`src/rtl/serial_frame_sequencer_if.sv`:
```
// serial_frame_sequencer_if: pixel-source and UART-sink handshake bundle
interface serial_frame_sequencer_if;
  logic [7:0] pix_char;
  logic       pix_valid;
  logic       pix_ready;
  logic [7:0] tx_data;
  logic       tx_valid;
  logic       tx_ready;
  modport master (input pix_char, pix_valid, tx_ready, output pix_ready, tx_data, tx_valid);
  modport slave (output pix_char, pix_valid, tx_ready, input pix_ready, tx_data, tx_valid);
endinterface

```
`src/rtl/serial_frame_sequencer.sv`:
```
// serial_frame_sequencer: streams ESC[H, COLS chars + CR LF per row, for ROWS rows, to a UART
module serial_frame_sequencer #(
  parameter int COLS = 80,
  parameter int ROWS = 24
) (
  input  logic clk,
  input  logic rst_n,
  input  logic ena,
  serial_frame_sequencer_if.master bus,
  output logic frame_start,
  output logic frame_done,
  output logic busy
);
  localparam int CW = $clog2(COLS);
  localparam int RW = ROWS > 1 ? $clog2(ROWS) : 1;
  typedef enum logic [2:0] {IDLE, HOME, ROW, CR, LF, DONE} state_t;
  state_t        state_q, state_d;
  logic [CW-1:0] col_q, col_d;
  logic [RW-1:0] row_q, row_d;
  logic [1:0]    seq_q, seq_d;
  logic [7:0]    tx_data_q, tx_data_d;
  logic          tx_valid_q, tx_valid_d;
  logic          avail, load, last_col, last_row;
  logic [7:0]    src;
  // next state, counters and output byte register; a load needs ena, a free slot and a source byte
  always_comb begin
    avail = state_q inside {HOME, CR, LF} || (state_q == ROW && bus.pix_valid);
    load = ena && (!tx_valid_q || bus.tx_ready) && avail;
    last_col = col_q == CW'(COLS - 1);
    last_row = row_q == RW'(ROWS - 1);
    src = state_q == ROW ? bus.pix_char :
          state_q == CR  ? 8'h0D :
          state_q == LF  ? 8'h0A :
          seq_q == 2'd0  ? 8'h1B :
          seq_q == 2'd1  ? 8'h5B : 8'h48;
    state_d = state_q;
    col_d = col_q;
    row_d = row_q;
    seq_d = seq_q;
    case (state_q)
      IDLE: state_d = ena ? HOME : IDLE;
      HOME: if (load) begin
        seq_d = seq_q == 2'd2 ? 2'd0 : seq_q + 2'd1;
        state_d = seq_q == 2'd2 ? ROW : HOME;
        col_d = '0;
        row_d = '0;
      end
      ROW: if (load) begin
        col_d = last_col ? '0 : col_q + CW'(1);
        state_d = last_col ? CR : ROW;
      end
      CR: if (load) state_d = LF;
      LF: if (load) begin
        row_d = last_row ? '0 : row_q + RW'(1);
        col_d = '0;
        state_d = last_row ? DONE : ROW;
      end
      DONE: state_d = IDLE;
      default: state_d = IDLE;
    endcase
    tx_data_d = load ? src : tx_data_q;
    tx_valid_d = load || (tx_valid_q && !bus.tx_ready);
  end
  // state and counter registers
  always_ff @(posedge clk or negedge rst_n) begin
    if (!rst_n) begin
      state_q <= IDLE;
      col_q <= '0;
      row_q <= '0;
      seq_q <= '0;
    end else begin
      state_q <= state_d;
      col_q <= col_d;
      row_q <= row_d;
      seq_q <= seq_d;
    end
  end
  // output byte register, kept apart from the sequencing state
  always_ff @(posedge clk or negedge rst_n) begin
    if (!rst_n) begin
      tx_data_q <= 8'h00;
      tx_valid_q <= 1'b0;
    end else begin
      tx_data_q <= tx_data_d;
      tx_valid_q <= tx_valid_d;
    end
  end
  assign bus.pix_ready = state_q == ROW && load;
  assign bus.tx_data = tx_data_q;
  assign bus.tx_valid = tx_valid_q;
  assign frame_start = rst_n && state_q == IDLE && ena;
  assign frame_done = state_q == DONE;
  assign busy = state_q != IDLE;
endmodule

```
`src/flat_wrapper.sv`:
```
// flat-port wrapper written by rule: the top's interface ports become plain ports
module serial_frame_sequencer_flat 
#(
  parameter int COLS = 80,
  parameter int ROWS = 24
)
  (clk, rst_n, ena, frame_start, frame_done, busy, bus_pix_char, bus_pix_valid, bus_tx_ready, bus_pix_ready, bus_tx_data, bus_tx_valid);
  serial_frame_sequencer_if bus_i ();
  input  logic clk;
  input  logic rst_n;
  input  logic ena;
  output logic frame_start;
  output logic frame_done;
  output logic busy;
  input wire logic [$bits(bus_i.pix_char)-1:0] bus_pix_char;
  input wire logic [$bits(bus_i.pix_valid)-1:0] bus_pix_valid;
  input wire logic [$bits(bus_i.tx_ready)-1:0] bus_tx_ready;
  output wire logic [$bits(bus_i.pix_ready)-1:0] bus_pix_ready;
  output wire logic [$bits(bus_i.tx_data)-1:0] bus_tx_data;
  output wire logic [$bits(bus_i.tx_valid)-1:0] bus_tx_valid;
  assign bus_i.pix_char = bus_pix_char;
  assign bus_i.pix_valid = bus_pix_valid;
  assign bus_i.tx_ready = bus_tx_ready;
  assign bus_pix_ready = bus_i.pix_ready;
  assign bus_tx_data = bus_i.tx_data;
  assign bus_tx_valid = bus_i.tx_valid;
  serial_frame_sequencer #(.COLS(COLS), .ROWS(ROWS)) u_core (.clk(clk), .rst_n(rst_n), .ena(ena), .bus(bus_i), .frame_start(frame_start), .frame_done(frame_done), .busy(busy));
endmodule
```
`config.mk`:
```
export PLATFORM = sky130hd
export DESIGN_NAME = serial_frame_sequencer_flat
export DESIGN_NICKNAME = d
export VERILOG_FILES = /design/src/rtl/serial_frame_sequencer_if.sv /design/src/rtl/serial_frame_sequencer.sv /design/src/flat_wrapper.sv
export SDC_FILE = /design/constraint.sdc
export NUM_CORES = 1
export LEC_CHECK = 0
export BUFFER_PORTS_ARGS = -buffer_cell sky130_fd_sc_hd__buf_2
export CAP_MARGIN = 20
export CORE_ASPECT_RATIO = 1.5
export CORE_UTILIZATION = 40
export DETAILED_ROUTE_END_ITERATION = 7
export GPL_ROUTABILITY_DRIVEN = 0
export GPL_TIMING_DRIVEN = 0
export HOLD_SLACK_MARGIN = 0.15
export PLACE_DENSITY_LB_ADDON = 0.08
export SLEW_MARGIN = 10
export SYNTH_ARGS = -nofsm -noshare
export SYNTH_HDL_FRONTEND = slang
export SYNTH_SLANG_ARGS = --single-unit
```
`constraint.sdc`:
```
create_clock -name clk -period 2.57 [get_ports clk]
set_clock_uncertainty 0.2 [all_clocks]
set_input_delay 0.1285 -clock clk [delete_from_list [all_inputs] [get_ports clk]]
set_output_delay 0.1285 -clock clk [all_outputs]
set_load 0.02 [all_outputs]
```
After elaboration in Yosys (flattened, before gate mapping)
Cells that the tools add are included.
{"block": "totals", "out_inout_bits": 13, "input_bits": 13, "register_bits": 26, "wordCells": 69}
{"block": "classes", "addsub": 3, "n_reduce_logical": 23, "n_mux": 23, "n_eq_ne": 14}
{"cell": "2-to-1 mux 8 bit", "count": 4}
{"cell": "2-to-1 mux 7 bit", "count": 3}
{"cell": "2-to-1 mux 5 bit", "count": 4}
{"cell": "2-to-1 mux 3 bit", "count": 5}
{"cell": "one-hot mux 3 bit (5 select lines)", "count": 1}
{"cell": "one-hot mux 7 bit (2 select lines)", "count": 1}
{"cell": "!= test 2 x 1 -> 1 bit (second input constant)", "count": 5}
{"cell": "one-hot mux 5 bit (2 select lines)", "count": 1}
{"cell": "adder 7 x 1 -> 7 bit (second input constant)", "count": 1}
{"cell": "== test 7 bit (second input constant)", "count": 1}
{"cell": "logical AND 1 bit", "count": 7}
{"cell": "== test 3 x 2 -> 1 bit (second input constant)", "count": 2}
{"cell": "== test 3 bit (second input constant)", "count": 2}
{"cell": "AND reduction 3 bit", "count": 2}
{"cell": "nonzero test 3 bit", "count": 2}
{"cell": "adder 5 x 1 -> 5 bit (second input constant)", "count": 1}
{"cell": "== test 5 bit (second input constant)", "count": 1}
{"cell": "2-to-1 mux 2 bit", "count": 2}
{"cell": "AND reduction 4 bit", "count": 1}
{"cell": "nonzero test 2 bit", "count": 2}
{"cell": "== test 3 x 1 -> 1 bit (second input constant)", "count": 1}
{"cell": "zero test 3 bit", "count": 1}
{"cell": "logical OR 1 bit", "count": 3}
{"cell": "adder 2 x 1 -> 2 bit (second input constant)", "count": 1}
{"cell": "7 further kinds", "count": 9}

Logic depth before layout (Yosys ltp)
{"block": "logic_depth", "ltp_word": 6, "depth_mapped": 7, "ltp_nobuf": 5}

Worst setup path before layout
OpenSTA, ideal clock, no wires.
{"block": "synth_path", "kind": "reg2out", "start": "reg u_core.state_q[0]", "end": "out frame_start", "slack_ns": 0.764, "stages_incl_launch_ff": 5, "n_path_buf": 2, "arrival_ns": 1.477, "t_required_ns": 2.241, "path_cell_list": "dfrtp_1 buf_6 clkbuf_1 or3_1 nor2_1"}
{"block": "synth_via", "elab_chain_cells": 3}
{"element": "start, declared", "line": "serial_frame_sequencer.sv:17", "source": "state_t state_q, state_d;"}
{"element": "start signal, assigned", "line": "serial_frame_sequencer.sv:72", "source": "state_q <= state_d;"}
{"element": "zero test 3 bit", "line": "serial_frame_sequencer.sv:91", "source": "assign frame_start = rst_n && state_q == IDLE && ena;"}
{"element": "logical AND 1 bit (2 in series)", "line": "serial_frame_sequencer.sv:91"}
{"element": "end, declared", "line": "flat_wrapper.sv:12", "source": "output logic frame_start;"}
No other way between the ends.

Worst setup path in the final report
{"block": "layout_path", "start": "reg u_core.state_q[2]", "end": "reg u_core.state_q[0]"}
{"block": "layout_via", "elab_chain_cells": 6, "elab_cells_between_ends": 15, "classes_between": "eq/ne: 8; mux: 1; reduce/logical: 6"}
{"element": "== test 3 x 1 -> 1 bit, or another cell as far along", "line": "serial_frame_sequencer.sv:27, serial_frame_sequencer.sv:40"}
{"element": "nonzero test 3 bit / logical AND 1 bit (equally long branches)", "line": "serial_frame_sequencer.sv:27", "source": "avail = state_q inside {HOME, CR, LF} || (state_q == ROW && bus.pix_valid);"}
{"element": "logical OR 1 bit", "line": "serial_frame_sequencer.sv:27"}
{"element": "logical AND 1 bit", "line": "serial_frame_sequencer.sv:28", "source": "load = ena && (!tx_valid_q || bus.tx_ready) && avail;"}
{"element": "!= test 2 x 1 -> 1 bit (no line)"}
{"element": "AND reduction 4 bit (no line)"}
Several ways; a longest one is shown, not always the timed one.
A chain may end at the register's enable or synchronous reset.

==> impl_metrics.yaml <==
status:
  status: "complete, no violations"
sta:
  period_minus_slack_ps: 2290
  worst_pin_slew_ps: 632
  fin_setup_tns_ps: 0
  drv_slew: 0
  setup_viol: 0
  max_freq_ghz: 0.437
  rsz0062_at_grt: "no"
  hold_viol: 0
  fin_crit_sh_pct: 89.0
  maxSlewHeadroom_pct: 57.9
critical_path:
  end_kind: "flip-flop"
  slowest_delay_ps: 560
  cp_max_fo: 6
  r2r_slack_ps: 280
  cp_top_family: "simple AND/OR/NAND/NOR gates"
  crit_chain: "nor2b_1 > a21boi_0 > or4_1 > o21ai_1 > dlygate4sd3_1"
  startpoint_type: "flip-flop"
  cp_data_required_time_ps: 2580
  cp_slowest_cell: "dlygate4sd3_1"
  arrival_ps: 2300
  path_class: "flip-flop to flip-flop"
  crit_buf_inv: 1
synth:
  synth_top_family_by_area: "simple AND/OR/NAND/NOR gates"
  synth_fa_ha_area_share_pct: 1.65
  yosys.area_share.simple_pct: 24.4
  netlist_area_mm2: 0.00152
  async_flop_share_pct: 100
  synth_nets: 178
  seq_area_frac_synth_pct: 42.9
  avgSynthCellArea_um2: 9.30
  synth.area.mux_share_pct: 4.79
  synth_edf_count: 0
  synth_xor_xnor_area_share_pct: 1.16
  ys_warn_count: 0
  synthFlopType: "dfrtp_1"
  netlist_instances: 163
  synth.distinct_cells: 45
  synth-seq-cells: 26
  synth_compound_area_share_pct: 19.6
pwr:
  peakVddDrop_v: 0.000322
  finalPower_w: 0.00105
  power_leakage_nw: 0.845
  power_density_mw_per_mm2: 563
route:
  via_per_inst: 5.58
  top_layer: "met4"
  wl_met1_um: 1550
  avgRoutedWirePerCell_um: 14.7
  ant_nets: 0
  drt_iter0_markers: 29
  drcViolationCount: 0
  wl_um: 3620
  vias: 1373
  first_pass_iters: 4
  route.met2.wl_um: 1930
  route.met3.wl_um: 105
floorplanning:
  core.rowCount: 27
  design.portCount: 26
  die_area_mm2: 0.00405
  die_x_um: 52.3
  initial_core_util_pct: 41.6
  dieHeight_um: 77.4
  coreArea_mm2: 0.00365
clock_network:
  cts_max_level: 1
  postCtsSetupBuffers: 0
  cts_tree: "done"
  clockBufferDepth: 2
  clkLatencyLatePin_ps: 270
  cts_sinks: 26
  clock_tree.root_cell: "clkbuf_8"
  clk_pin_slew_ps: 90
  cts_made_buffers: 3
cells_and_area:
  areaGrowthSynthToFinish_pct: 22.4
  fillCellCount: 356
  final_cell_mix: "28 x buf_2, 26 x dfrtp_1, 15 x nand3_1"
  layout-drive-gt1-share_pct: 21.2
  nets: 220
  antennaDiodeCount: 0
  final_common_cell: "buf_2"
global_routing:
  grt_usage_pct: 20.5
  grt_antenna_before_repair: 0
  first_global_vias: 1335
  grt_pass1_wl_um: 6310
  grt_max_degree: 28
  grt-ovfl-total: 0
placed_design:
  io_buffers: 25
  place_hpwl_um: 2580
flow_run:
  maxCapViolations: 0
min_path:
  hp-class: "primary input to flip-flop"
[routing by layer]
metal,track usage (%),vias to the layer above
met5,0,-
met4,5.79,0
met3,2.55,5
met2,35.9,32
met1,25.5,666
li1,-,670
[worst paths after layout]
path | from | to | depth (start not counted)
worst max-delay path | u_core.state_q[2]$_DFFE_PN0P_ | u_core.state_q[0]$_DFFE_PN0P_ | 5
worst min-delay path | bus_tx_ready | u_core.bus.tx_valid$_DFF_PN0_ | 4
worst max register to register | u_core.state_q[2]$_DFFE_PN0P_ | u_core.state_q[0]$_DFFE_PN0P_ | 5
worst min register to register | u_core.bus.tx_data[7]$_DFFE_PN0P_ | u_core.bus.tx_data[7]$_DFFE_PN0P_ | 1
max in group asynchronous | rst_n | u_core.col_q[1]$_DFFE_PN0P_ | 2
min in group asynchronous | rst_n | u_core.row_q[0]$_DFFE_PN0P_ | 2
[worst reg2reg max path, stage by stage, from the launching register on]
cell,delay [ps]
dfrtp_1,450
nor2b_1,230
a21boi_0,160
or4_1,510
o21ai_1,120
dlygate4sd3_1,560
[cells in the mapped netlist (2+ instances only)]
cell type  instances  area (µm²)
nand4_1            3        18.8
buf_4              2        15.0
nand3_1           15        75.1
o21ai_1            2        10.0
a21oi_1            8        40.0
nand4b_1           2        17.5
o2bb2ai_1          4        35.0
or3_1              2        12.5
nand2_1           11        41.3
nand2b_1           2        12.5
nor2_1            11        41.3
buf_2              3        15.0
and2_1             4        25.0
nor3_1             2        10.0
inv_1              7        26.3
mux2_2             2        22.5
and3_1             3        18.8
mux2i_1            2        20.0
dfrtp_1           26         651
a21boi_0           2        15.0
o22ai_1            3        18.8
nor2b_1            5        31.3
or4_1              2        15.0
ha_1               2        25.0
a22o_1             5        43.8
o31ai_1            3        22.5
o21ai_0            9        45.0
clkbuf_1           3        11.3
mux2_4             2        30.0
[metrics by stage]
step | area [µm²] | setup WS, ps | utilization [%] | std cells | hold slack, ps
finish | 1860 | 281 | 50.9 | 246 | 193
floorplan | 1520 | 764 | - | 163 | -367
global route | 1860 | 159 | 50.9 | 246 | 210
CTS | 1860 | 296 | 50.9 | 246 | 192
global placement | 1700 | 688 | 46.5 | 231 | -22.4
detailed placement | 1700 | 671 | 46.5 | 231 | -13.1
[state kept, by name (all words and copies together) (netlist names)]
register	cells
u_core.bus.tx_valid	1
u_core.seq_q	2
u_core.state_q	3
u_core.col_q	7
u_core.bus.tx_data	8
u_core.row_q	5
[final cells by class]
class | instances | area, µm² | share of cell area (%)
inverters | 8 | 30.0 | 1.62
well taps | 43 | 53.8 | 2.90
flip-flops and latches | 26 | 651 | 35.0
clock buffers | 3 | 41.3 | 2.22
plain buffers | 9 | 52.6 | 2.83
multi-input cells | 120 | 783 | 42.2
repair buffers | 37 | 245 | 13.2
[cell families (layout without fill, tap and decap cells)]
| group | Yosys count | count (layout) |
|---|---|---|
| and+or+nand+nor | 67 | 67 |
| DFF | 26 | 26 |
| AOI/OAI and AO/OA | 43 | 43 |
| buffers and inverters | 17 | 57 |
| adders and majority gates | 2 | 2 |
| xor gates and xnor gates | 2 | 2 |
| muxes | 6 | 6 |
[timing repair]
| item | in CTS | in global routing |
|---|---|---|
| hold endpoints to repair | 36 | 0 |
| hold buffers | 12 | 0 |
| gates resized for setup | 0 | 0 |
[where the power goes]
group / switching, W / leakage, nW / internal [W]
logic: 0.000139 / 0.504 / 0.000123
clock network: 0.000128 / 0.0216 / 0.000105
registers: 0.0000645 / 0.320 / 0.000486
total: 0.000331 / 0.845 / 0.000714
(Power assumes the default switching activity.)
